===== config.mk =====
export PLATFORM = sky130hd
export DESIGN_NAME = tbox_gen
export DESIGN_NICKNAME = d
export VERILOG_FILES = /design/src/rtl/tbox_gen.sv
export SDC_FILE = /design/constraint.sdc
export NUM_CORES = 1
export LEC_CHECK = 0
export ABC_AREA = 1
export BUFFER_PORTS_ARGS = -buffer_cell sky130_fd_sc_hd__buf_2
export CORE_UTILIZATION = 40
export DETAILED_ROUTE_END_ITERATION = 8
export MAX_ROUTING_LAYER = met4
export PLACE_DENSITY = 0.67
export SETUP_SLACK_MARGIN = 0.2
export SLEW_MARGIN = 5
export SYNTH_ARGS = -nofsm -noshare
export SYNTH_HDL_FRONTEND = slang
export SYNTH_SLANG_ARGS = --single-unit
export TNS_END_PERCENT = 1

===== constraint.sdc =====
create_clock -name clk -period 6.2 [get_ports clk]
set_input_delay 0.62 -clock clk [delete_from_list [all_inputs] [get_ports clk]]
set_output_delay 0.62 -clock clk [all_outputs]
set_load 0.005 [all_outputs]

===== src/rtl/tbox_gen.sv =====
// tbox_gen: N x N turn-based board with a K-in-a-row scanner (IDLE -> SCAN -> DONE).
// Optional one-level undo is compiled in when TBOX_GEN_UNDO_EN is defined.
module tbox_gen #(
  parameter int N = 3,
  parameter int K = 3,
  localparam int CW = $clog2(N + 1),
  localparam int MW = $clog2(N * N + 1)
) (
  input  logic              clk,
  input  logic              reset,
  input  logic              move_valid,
  output logic              move_ready,
  input  logic [CW-1:0]     row,
  input  logic [CW-1:0]     col,
  output logic              move_err,
  output logic [N*N-1:0]    valid,
  output logic [N*N-1:0]    symbol,
  output logic              turn,
  output logic [MW-1:0]     move_count,
  output logic [1:0]        game_state
`ifdef TBOX_GEN_UNDO_EN
  ,
  input  logic              undo
`endif
);

  localparam int NC  = N * N;
  localparam int IW  = $clog2(NC);
  localparam int LEN = 2 * K - 1;
  localparam int SCW = $clog2(LEN);
  localparam int RW  = $clog2(K + 1);

  typedef enum logic [1:0] {IDLE = 2'd0, SCAN = 2'd1, DONE = 2'd2} state_t;

  state_t          state_r;
  logic [NC-1:0]   valid_r;
  logic [NC-1:0]   symbol_r;
  logic            turn_r;
  logic            move_ready_r;
  logic            move_err_r;
  logic [MW-1:0]   count_r;
  logic [1:0]      gs_r;
  logic            place_sym_r;
  logic            win_r;
  logic [CW-1:0]   prow_r;
  logic [CW-1:0]   pcol_r;
  logic [1:0]      dir_r;
  logic [SCW-1:0]  idx_r;
  logic [RW-1:0]   run_r;
`ifdef TBOX_GEN_UNDO_EN
  logic [IW-1:0]   last_idx_r;
  logic            has_last_r;
`endif

  logic            in_range_s;
  logic [IW-1:0]   in_idx_s;
  logic            legal_s;
  int              dr_s;
  int              dc_s;
  int              off_s;
  int              r_s;
  int              c_s;
  logic            on_board_s;
  logic [IW-1:0]   scan_idx_s;
  logic            match_s;

  function automatic logic [IW-1:0] cell_index(input int r, input int c);
    cell_index = IW'((r - 32'sd1) * N + (c - 32'sd1));
  endfunction

  // Decode and legality check of the offered move.
  always_comb begin
    in_range_s = (row != {CW{1'b0}}) && (row <= CW'(N)) &&
                 (col != {CW{1'b0}}) && (col <= CW'(N));
    if (in_range_s) begin
      in_idx_s = cell_index(int'(row), int'(col));
    end else begin
      in_idx_s = {IW{1'b0}};
    end
    legal_s = in_range_s && !valid_r[in_idx_s] && (gs_r == 2'b00);
  end

  // Cell under inspection: placed cell plus offset along the current direction.
  always_comb begin
    case (dir_r)
      2'd0:    begin dr_s = 32'sd0; dc_s = 32'sd1;  end
      2'd1:    begin dr_s = 32'sd1; dc_s = 32'sd0;  end
      2'd2:    begin dr_s = 32'sd1; dc_s = 32'sd1;  end
      2'd3:    begin dr_s = 32'sd1; dc_s = -32'sd1; end
      default: begin dr_s = 32'sd0; dc_s = 32'sd0;  end
    endcase
    off_s = int'(idx_r) - (K - 1);
    r_s = int'(prow_r) + dr_s * off_s;
    c_s = int'(pcol_r) + dc_s * off_s;
    on_board_s = (r_s >= 32'sd1) && (r_s <= N) && (c_s >= 32'sd1) && (c_s <= N);
    if (on_board_s) begin
      scan_idx_s = cell_index(r_s, c_s);
    end else begin
      scan_idx_s = {IW{1'b0}};
    end
    match_s = on_board_s && valid_r[scan_idx_s] && (symbol_r[scan_idx_s] == place_sym_r);
  end

  // Controller: move acceptance, line scan and game result.
  always_ff @(posedge clk) begin
    if (reset) begin
      state_r      <= IDLE;
      valid_r      <= {NC{1'b0}};
      symbol_r     <= {NC{1'b0}};
      turn_r       <= 1'b1;
      move_ready_r <= 1'b1;
      move_err_r   <= 1'b0;
      count_r      <= {MW{1'b0}};
      gs_r         <= 2'b00;
      place_sym_r  <= 1'b0;
      win_r        <= 1'b0;
      prow_r       <= {CW{1'b0}};
      pcol_r       <= {CW{1'b0}};
      dir_r        <= 2'd0;
      idx_r        <= {SCW{1'b0}};
      run_r        <= {RW{1'b0}};
`ifdef TBOX_GEN_UNDO_EN
      last_idx_r   <= {IW{1'b0}};
      has_last_r   <= 1'b0;
`endif
    end else begin
      move_err_r <= 1'b0;
      case (state_r)
        IDLE: begin
`ifdef TBOX_GEN_UNDO_EN
          if (undo) begin
            if (has_last_r && (count_r != {MW{1'b0}})) begin
              valid_r[last_idx_r]  <= 1'b0;
              symbol_r[last_idx_r] <= 1'b0;
              count_r              <= count_r - MW'(1);
              turn_r               <= ~turn_r;
              gs_r                 <= 2'b00;
              has_last_r           <= 1'b0;
            end
          end else
`endif
          if (move_valid) begin
            if (legal_s) begin
              valid_r[in_idx_s]  <= 1'b1;
              symbol_r[in_idx_s] <= turn_r;
              count_r            <= count_r + MW'(1);
              turn_r             <= ~turn_r;
              place_sym_r        <= turn_r;
              prow_r             <= row;
              pcol_r             <= col;
              dir_r              <= 2'd0;
              idx_r              <= {SCW{1'b0}};
              run_r              <= {RW{1'b0}};
              win_r              <= 1'b0;
              state_r            <= SCAN;
              move_ready_r       <= 1'b0;
`ifdef TBOX_GEN_UNDO_EN
              last_idx_r         <= in_idx_s;
              has_last_r         <= 1'b1;
`endif
            end else begin
              move_err_r <= 1'b1;
            end
          end
        end
        SCAN: begin
          if (match_s) begin
            if (run_r >= RW'(K - 1)) begin
              win_r <= 1'b1;
            end
            if (run_r != RW'(K)) begin
              run_r <= run_r + RW'(1);
            end
          end else begin
            run_r <= {RW{1'b0}};
          end
          // Last offset of a direction: the run restarts for the next one.
          if (idx_r == SCW'(LEN - 1)) begin
            idx_r <= {SCW{1'b0}};
            run_r <= {RW{1'b0}};
            dir_r <= dir_r + 2'd1;
            if (dir_r == 2'd3) begin
              state_r <= DONE;
            end
          end else begin
            idx_r <= idx_r + SCW'(1);
          end
        end
        DONE: begin
          if (win_r) begin
            gs_r <= place_sym_r ? 2'b01 : 2'b10;
          end else if (count_r == MW'(NC)) begin
            gs_r <= 2'b11;
          end else begin
            gs_r <= gs_r;
          end
          state_r      <= IDLE;
          move_ready_r <= 1'b1;
        end
        default: begin
          state_r      <= IDLE;
          move_ready_r <= 1'b1;
        end
      endcase
    end
  end

  assign move_ready = move_ready_r;
  assign move_err   = move_err_r;
  assign valid      = valid_r;
  assign symbol     = symbol_r;
  assign turn       = turn_r;
  assign move_count = count_r;
  assign game_state = gs_r;

endmodule


After elaboration in Yosys (flattened, before gate mapping)
Cells that the tools add are included.
Storage, ports and cells
  register bits: 42
  latch bits: 0
  memory bits (writable): 0
  ROM bits: 0
  bits of input ports: 7
  output and inout bits: 27
  word-level logic and storage cells: 133
  memories kept: 0
Operators by class
  add/subtract/negate cells: 13
  multiply operators: 4
  divide/modulo/power cells: 0
  magnitude comparators: 10
  eq/ne operators: 16
  shift-type cells: 0
  mux-type cells: 40
  bitwise gates (word level): 5
  reduce and logical (&&, ||, !) cells: 30
Operator list (count)
  case mux 32 bit (3 select lines): 1
  adder 3 x 32 -> 32 bit: 2
  greater-or-equal comparator 32 x 2 -> 1 bit, second input constant: 2
  less-or-equal comparator 32 x 3 -> 1 bit, second input constant: 2
  multiplier 32 x 4 -> 32 bit: 2
  case mux 32 bit (2 select lines): 1
  multiplier 32 x 3 -> 4 bit, second input constant: 1
  subtractor 32 x 2 -> 32 bit, second input constant: 1
  2-to-1 mux 2 bit: 13
  != test 2 bit, second input constant: 7
  binary-select mux 1 bit (select 4 bit): 3
  case mux 2 bit (2 select lines): 3
  AND reduction 4 bit: 3
  logical AND 1 bit: 11
  less-than comparator 4 x 5 -> 1 bit, second input constant: 2
  bitwise mux 9 bit: 1
  2-to-1 mux 1 bit: 9
  2-to-1 mux 3 bit: 3
  OR 9 bit: 1
  AND reduction 3 bit: 3
  2-to-1 mux 4 bit: 2
  nonzero test 2 bit: 4
  equality test 2 bit, second input constant: 3
  logical NOT 2 bit: 3
  other kinds (26): 35

Depth between registers and ports, before layout
  depth in word-level cells: 17
  mapped depth: 37
  depth with buffers taken out: 37

Least setup slack after synthesis
OpenSTA, ideal clock, no wires.
  path type: reg-to-reg
  from: reg idx_r[1]
  to: reg run_r[0]
  setup time: 0.115 ns
  data arrival time: 5.527 ns
  required time: 6.085 ns
  path slack: 0.558 ns
  stages on the path, launching flop included: 34
  path buffers: 0
  clock period less this slack: 5.642 ns
  cell sequence: dfxtp_1 inv_1 ha_1 or2_2 fa_1 fa_1 fa_1 inv_1 ha_1 nand3_1 nand2_1 a21oi_2 inv_1 ha_1 or2_2 ha_1 nor2_1 nand3_1 nor2_1 nand2_1 nor2_4 nand2_2 nor2_4 nand3_4 nand2_1 nand2_1 nor2_1 nor2_1 nand2_1 nand2_1 nand2_2 nand4_4 a21oi_1 nor2_1
On the way
  word-level cells in the longest chain between the ends: 15
  elaborated cells between the ends (all ways): 30
  classes of those cells: add/sub: 6; mul: 3; order compare: 4; eq/ne: 3; mux: 8; reduce/logical: 6
RTL lines
  start: declaration: RTL line 48  | logic [SCW-1:0] idx_r;
  start signal: assignment: RTL line 120  | idx_r <= {SCW{1'b0}};
  start signal: assignment: RTL line 152  | idx_r <= {SCW{1'b0}};
  start signal: assignment: RTL line 179  | idx_r <= {SCW{1'b0}};
  parallel branches: the longest is 15 deep, another holds multiplier 32 x 4 -> 32 bit
  end signal: assignment: RTL line 172  | run_r <= run_r + RW'(1);
  end signal: assignment: RTL line 175  | run_r <= {RW{1'b0}};
  end signal: assignment: RTL line 180  | run_r <= {RW{1'b0}};
  end: declaration: RTL line 49  | logic [RW-1:0] run_r;
Several ways; the timed one is not identified. The select of a mux whose other input is x is not followed.
A chain may end at the register's enable or synchronous reset.

Worst setup path in the final report
  from: reg idx_r[1]
  to: reg run_r[1]
Same word-level chain as after synthesis.

==> metrics.md <==
| Metric | Value |
|---|---|
| Status | `complete, no violations` |
| DR WL met2 | `roughly 4600 µm` |
| Share of total power in combinational logic | `0.617` |
| Wire length of the first global-routing pass | `15500 µm` |
| Switching Fraction | `0.470` |
| Overall track demand over capacity in global routing | `0.190` |
| Top Family by Delay on Critical Path | `adder cells` |
| Startpoint-to-endpoint class of the critical path | `register to register` |
| Reg2Reg Capture Point | `run_r[1]` |
| Peak supply drop | `~160 µV` |
| Crit path time final | `approximately 5700 ps` |
| Fraction of final layout cells with drive strength greater than 1 | `0.177` |
| Starting density of the core | `0.412` |
| Clock power frac | `0.141` |
| Source of the worst register-to-register timing path | `idx_r[1]` |
| Avg Synthesized Cell Area | `a little under 7 µm²` |
| Worst path depth | `34` |
| Transition time at the pin with the least slew margin | `slightly below 700 ps` |
| Total wire length | `9370 µm` |
| Most common library cell in the layout ignoring fill and taps | `nand2_1` |
| CTS Sinks | `42` |
| Weighted congestion reported at the end of routability-driven placement | `0.888` |
| Core Footprint | `roughly 9800 µm²` |
| Die W | `a little over 100 µm` |
| Cell area after synthesis | `4030 µm²` |
| Flip-flop and latch count after synthesis | `42` |
| Post-detailed-route wirelength per cell | `around 12 µm` |
| Area of combinational cells with multiple inputs | `roughly 2900 µm²` |
| Clock tree from TritonCTS | `done` |
| Wire length the detailed router placed on met1 | `between 4000 and 5000 µm` |
| Commonest non-fill, non-tap cells in the layout | `123 x nand2_1, 99 x inv_1, 71 x nor2_1, 58 x ha_1, 38 x dfxtp_1` |
| Clk Latency, worst-skew pair | `roughly 290 ps` |
| Max Cap Viol | `0` |
| DR vias/cell | `about 4.9` |
| Clock transition at the registers of the reported paths | `around 90 ps` |
| Number of buffers created by CTS | `5` |
| Power density over cell area | `between 200 and 300 nW/µm²` |
| Reg area | `851 µm²` |
| Antenna violations before repair | `0` |
| Hold-fix buffers, CTS | `0` |
| Height of the chip | `102 µm` |
| Sum of negative setup slack | `0 ps` |
| Critical path required time | `approximately 6400 ps` |
| Slew Limit Fails | `0` |
| Placed Cells | `751` |
| Net total in the final layout | `roughly 710` |
| Fmax achieved | `between 150 and 200 MHz` |
| Share of synthesized flip-flops with an asynchronous set or reset | `0` |
| Die Footprint | `10500 µm²` |
| Reported leakage power | `about 2.4 nW` |
| Hold Crit Class | `register to register` |
| Initial detailed-routing violation count | `between 100 and 150` |
| Deepest clock path buffer count | `2` |
| CP Capture Point | `run_r[1]` |
| Kind of end point of the critical path | `register` |
| Relative slew slack | `0.536` |
| Fill cell instance count of the final layout | `1015` |
| Cell row count | `36` |
| Flop-to-flop setup slack | `between 500 and 600 ps` |
| Count of buffers inserted at the top-level ports | `33` |
| Critical Path Source Type | `register` |
| Arrival time at the worst endpoint | `5880 ps` |
| Number of standard cells in the layout, taps in and fillers out | `about 770` |
| Flip-flop cell with the highest count after synthesis | `dfxtp_1` |
| Number of library cell types mapped by synthesis | `36` |
| Number of top-level pins | `34` |
| Sequential fraction of the synthesis area | `0.209` |
| Sequential cell fraction of total power | `0.242` |
| Total buffers and inverters traversed by the critical path | `4` |
| Cell repeated most along the worst path | `nor2_1` |
| Remaining routing DRC violations | `0` |
| Int Pwr | `0.669 mW` |
| Uppermost layer routed | `met4` |
| Count of endpoints failing setup in the final report | `0` |
| FF-to-FF path depth | `34` |
| Ys Warns | `0` |
| Layout overhead on the synthesized area | `14.5%` |
| Root buffer selected by CTS | `clkbuf_8` |
| Final hold vios | `0` |
| Pin count of the biggest net entering global routing | `25` |
| Number of enable-type register cells in the synthesized netlist | `0` |
| # H-tree levels | `2` |
| Mapped Nets | `670` |
| Worst-path cell with the longest stage delay | `fa_1` |
| Number of nets with antenna violations after routing | `0` |
| Final worst-path cycle share | `0.915` |
| Largest fanout of any net on the critical path | `7` |
| Worst Clk Skew | `approximately 15 ps` |
| HPWL after detailed placement | `7600 µm` |
| Setup repair after global routing missed its margin | `false` |
| Via count of the first global-routing pass | `between 3000 and 4000` |
| Total length of routed met3 wires | `roughly 220 µm` |
| Slowest cell delay on critical path | `510 ps` |
| Gate count after technology mapping | `a little under 600` |
| Launch point of the critical path | `idx_r[1]` |
| Overflow after GRT | `0` |
| Net switching power | `between 0.5 and 0.6 mW` |
| Diode insertion count for antenna repair | `0` |
| Routed vias | `3763` |
| Number of detailed-routing iterations run before antenna repair | `4` |
==> worst min-delay path, delay by kind of cell (launching register included) <==
family           cells  cell delay [ps]
DFF                  1              340
and+or+nand+nor      2              110
==> through the flow <==
stage               worst slack (ps)  utilization  total power [mW]  hold slack [ps]  instance area [µm²]
global placement                 287        0.443              1.02              438                 4330
floorplan                        558            -             0.880              436                 4030
detailed placement               137        0.443              1.04              455                 4330
CTS                              202        0.452              1.22              478                 4420
global route                     174        0.472              1.40              495                 4610
finish                           524        0.472              1.26              473                 4610
==> cell type report <==
cell class,count,area share
inverter,111,0.0909
tap,133,0.0361
clock inverter,3,0.00407
clock buffer,5,0.0149
multi-input combinational,432,0.622
timing repair buffer,40,0.0472
sequential,42,0.185
==> power by group through the flow <==
stage,combinational [mW],clock [mW],sequential (mW)
after floorplan,0.573,0,0.307
after global placement,0.714,0,0.310
after detailed placement,0.733,0,0.310
after CTS,0.737,0.181,0.304
after global routing,0.899,0.192,0.308
final,0.779,0.178,0.305
==> worst min-delay path by stage <==
stage,to,startpoint,cells past startpoint
6_report,move_ready,move_ready,2
5_1_grt,game_state[1],win_r,1
4_1_cts,move_ready,move_ready,2
3_5_place_dp,move_ready,move_ready,2
3_3_place_gp,move_ready,move_ready,2
2_1_floorplan,game_state[0],win_r,1
==> cells by family after synthesis <==
group / after synthesis / share of synthesized area
AND/OR/NAND/NOR: 268 / 0.299
buffers and inverters: 118 / 0.112
AO/OA/AOI/OAI: 82 / 0.118
adder cells (fa/ha/maj): 72 / 0.242
flip-flops: 42 / 0.209
XOR/XNOR: 9 / 0.0196
==> cells in the mapped netlist (3+ instances only) <==
library cell | instances | area share
a21oi_1 | 31 | 0.039
nand3_1 | 27 | 0.034
nand4_1 | 8 | 0.012
nor2_4 | 4 | 0.011
nand2_1 | 126 | 0.12
dfxtp_1 | 42 | 0.21
o21ai_0 | 29 | 0.036
xor2_1 | 6 | 0.013
inv_1 | 102 | 0.095
inv_2 | 9 | 0.0084
a31oi_1 | 3 | 0.0047
clkbuf_1 | 3 | 0.0028
xnor2_1 | 3 | 0.0065
fa_1 | 10 | 0.050
o21ai_1 | 4 | 0.0050
nand3_2 | 5 | 0.012
nor3_1 | 6 | 0.0075
a211oi_1 | 4 | 0.0075
nor2_1 | 74 | 0.069
nor2_2 | 4 | 0.0062
ha_1 | 62 | 0.19
nand2_2 | 7 | 0.011
or2_2 | 3 | 0.0047
==> sequential cells by signal (all words and copies together), names as in the netlist <==
| register | count |
|---|---|
| dir_r | 2 |
| game_state | 2 |
| idx_r | 3 |
| move_count | 4 |
| move_err | 1 |
| move_ready | 1 |
| pcol_r | 2 |
| place_sym_r | 1 |
| prow_r | 2 |
| run_r | 2 |
| state_r | 2 |
| symbol | 9 |
| turn | 1 |
| valid | 9 |
| win_r | 1 |
==> per-layer routing <==
layer,global-route usage,vias to the layer above
met4,0.0473,0
met5,-,-
met2,0.334,59
met3,0.0164,14
met1,0.235,1731
li1,-,1959
==> what timing repair did <==
| action | in CTS | in global routing |
|---|---|---|
| setup endpoints to repair | 3 | 3 |
| setup buffers | 0 | 6 |
| endpoints found under the hold margin | 0 | 0 |
| pin swaps | 0 | 21 |
| resized for setup | 1 | 33 |
| cloned | 0 | 1 |
Power figures use the tool's default switching activity.
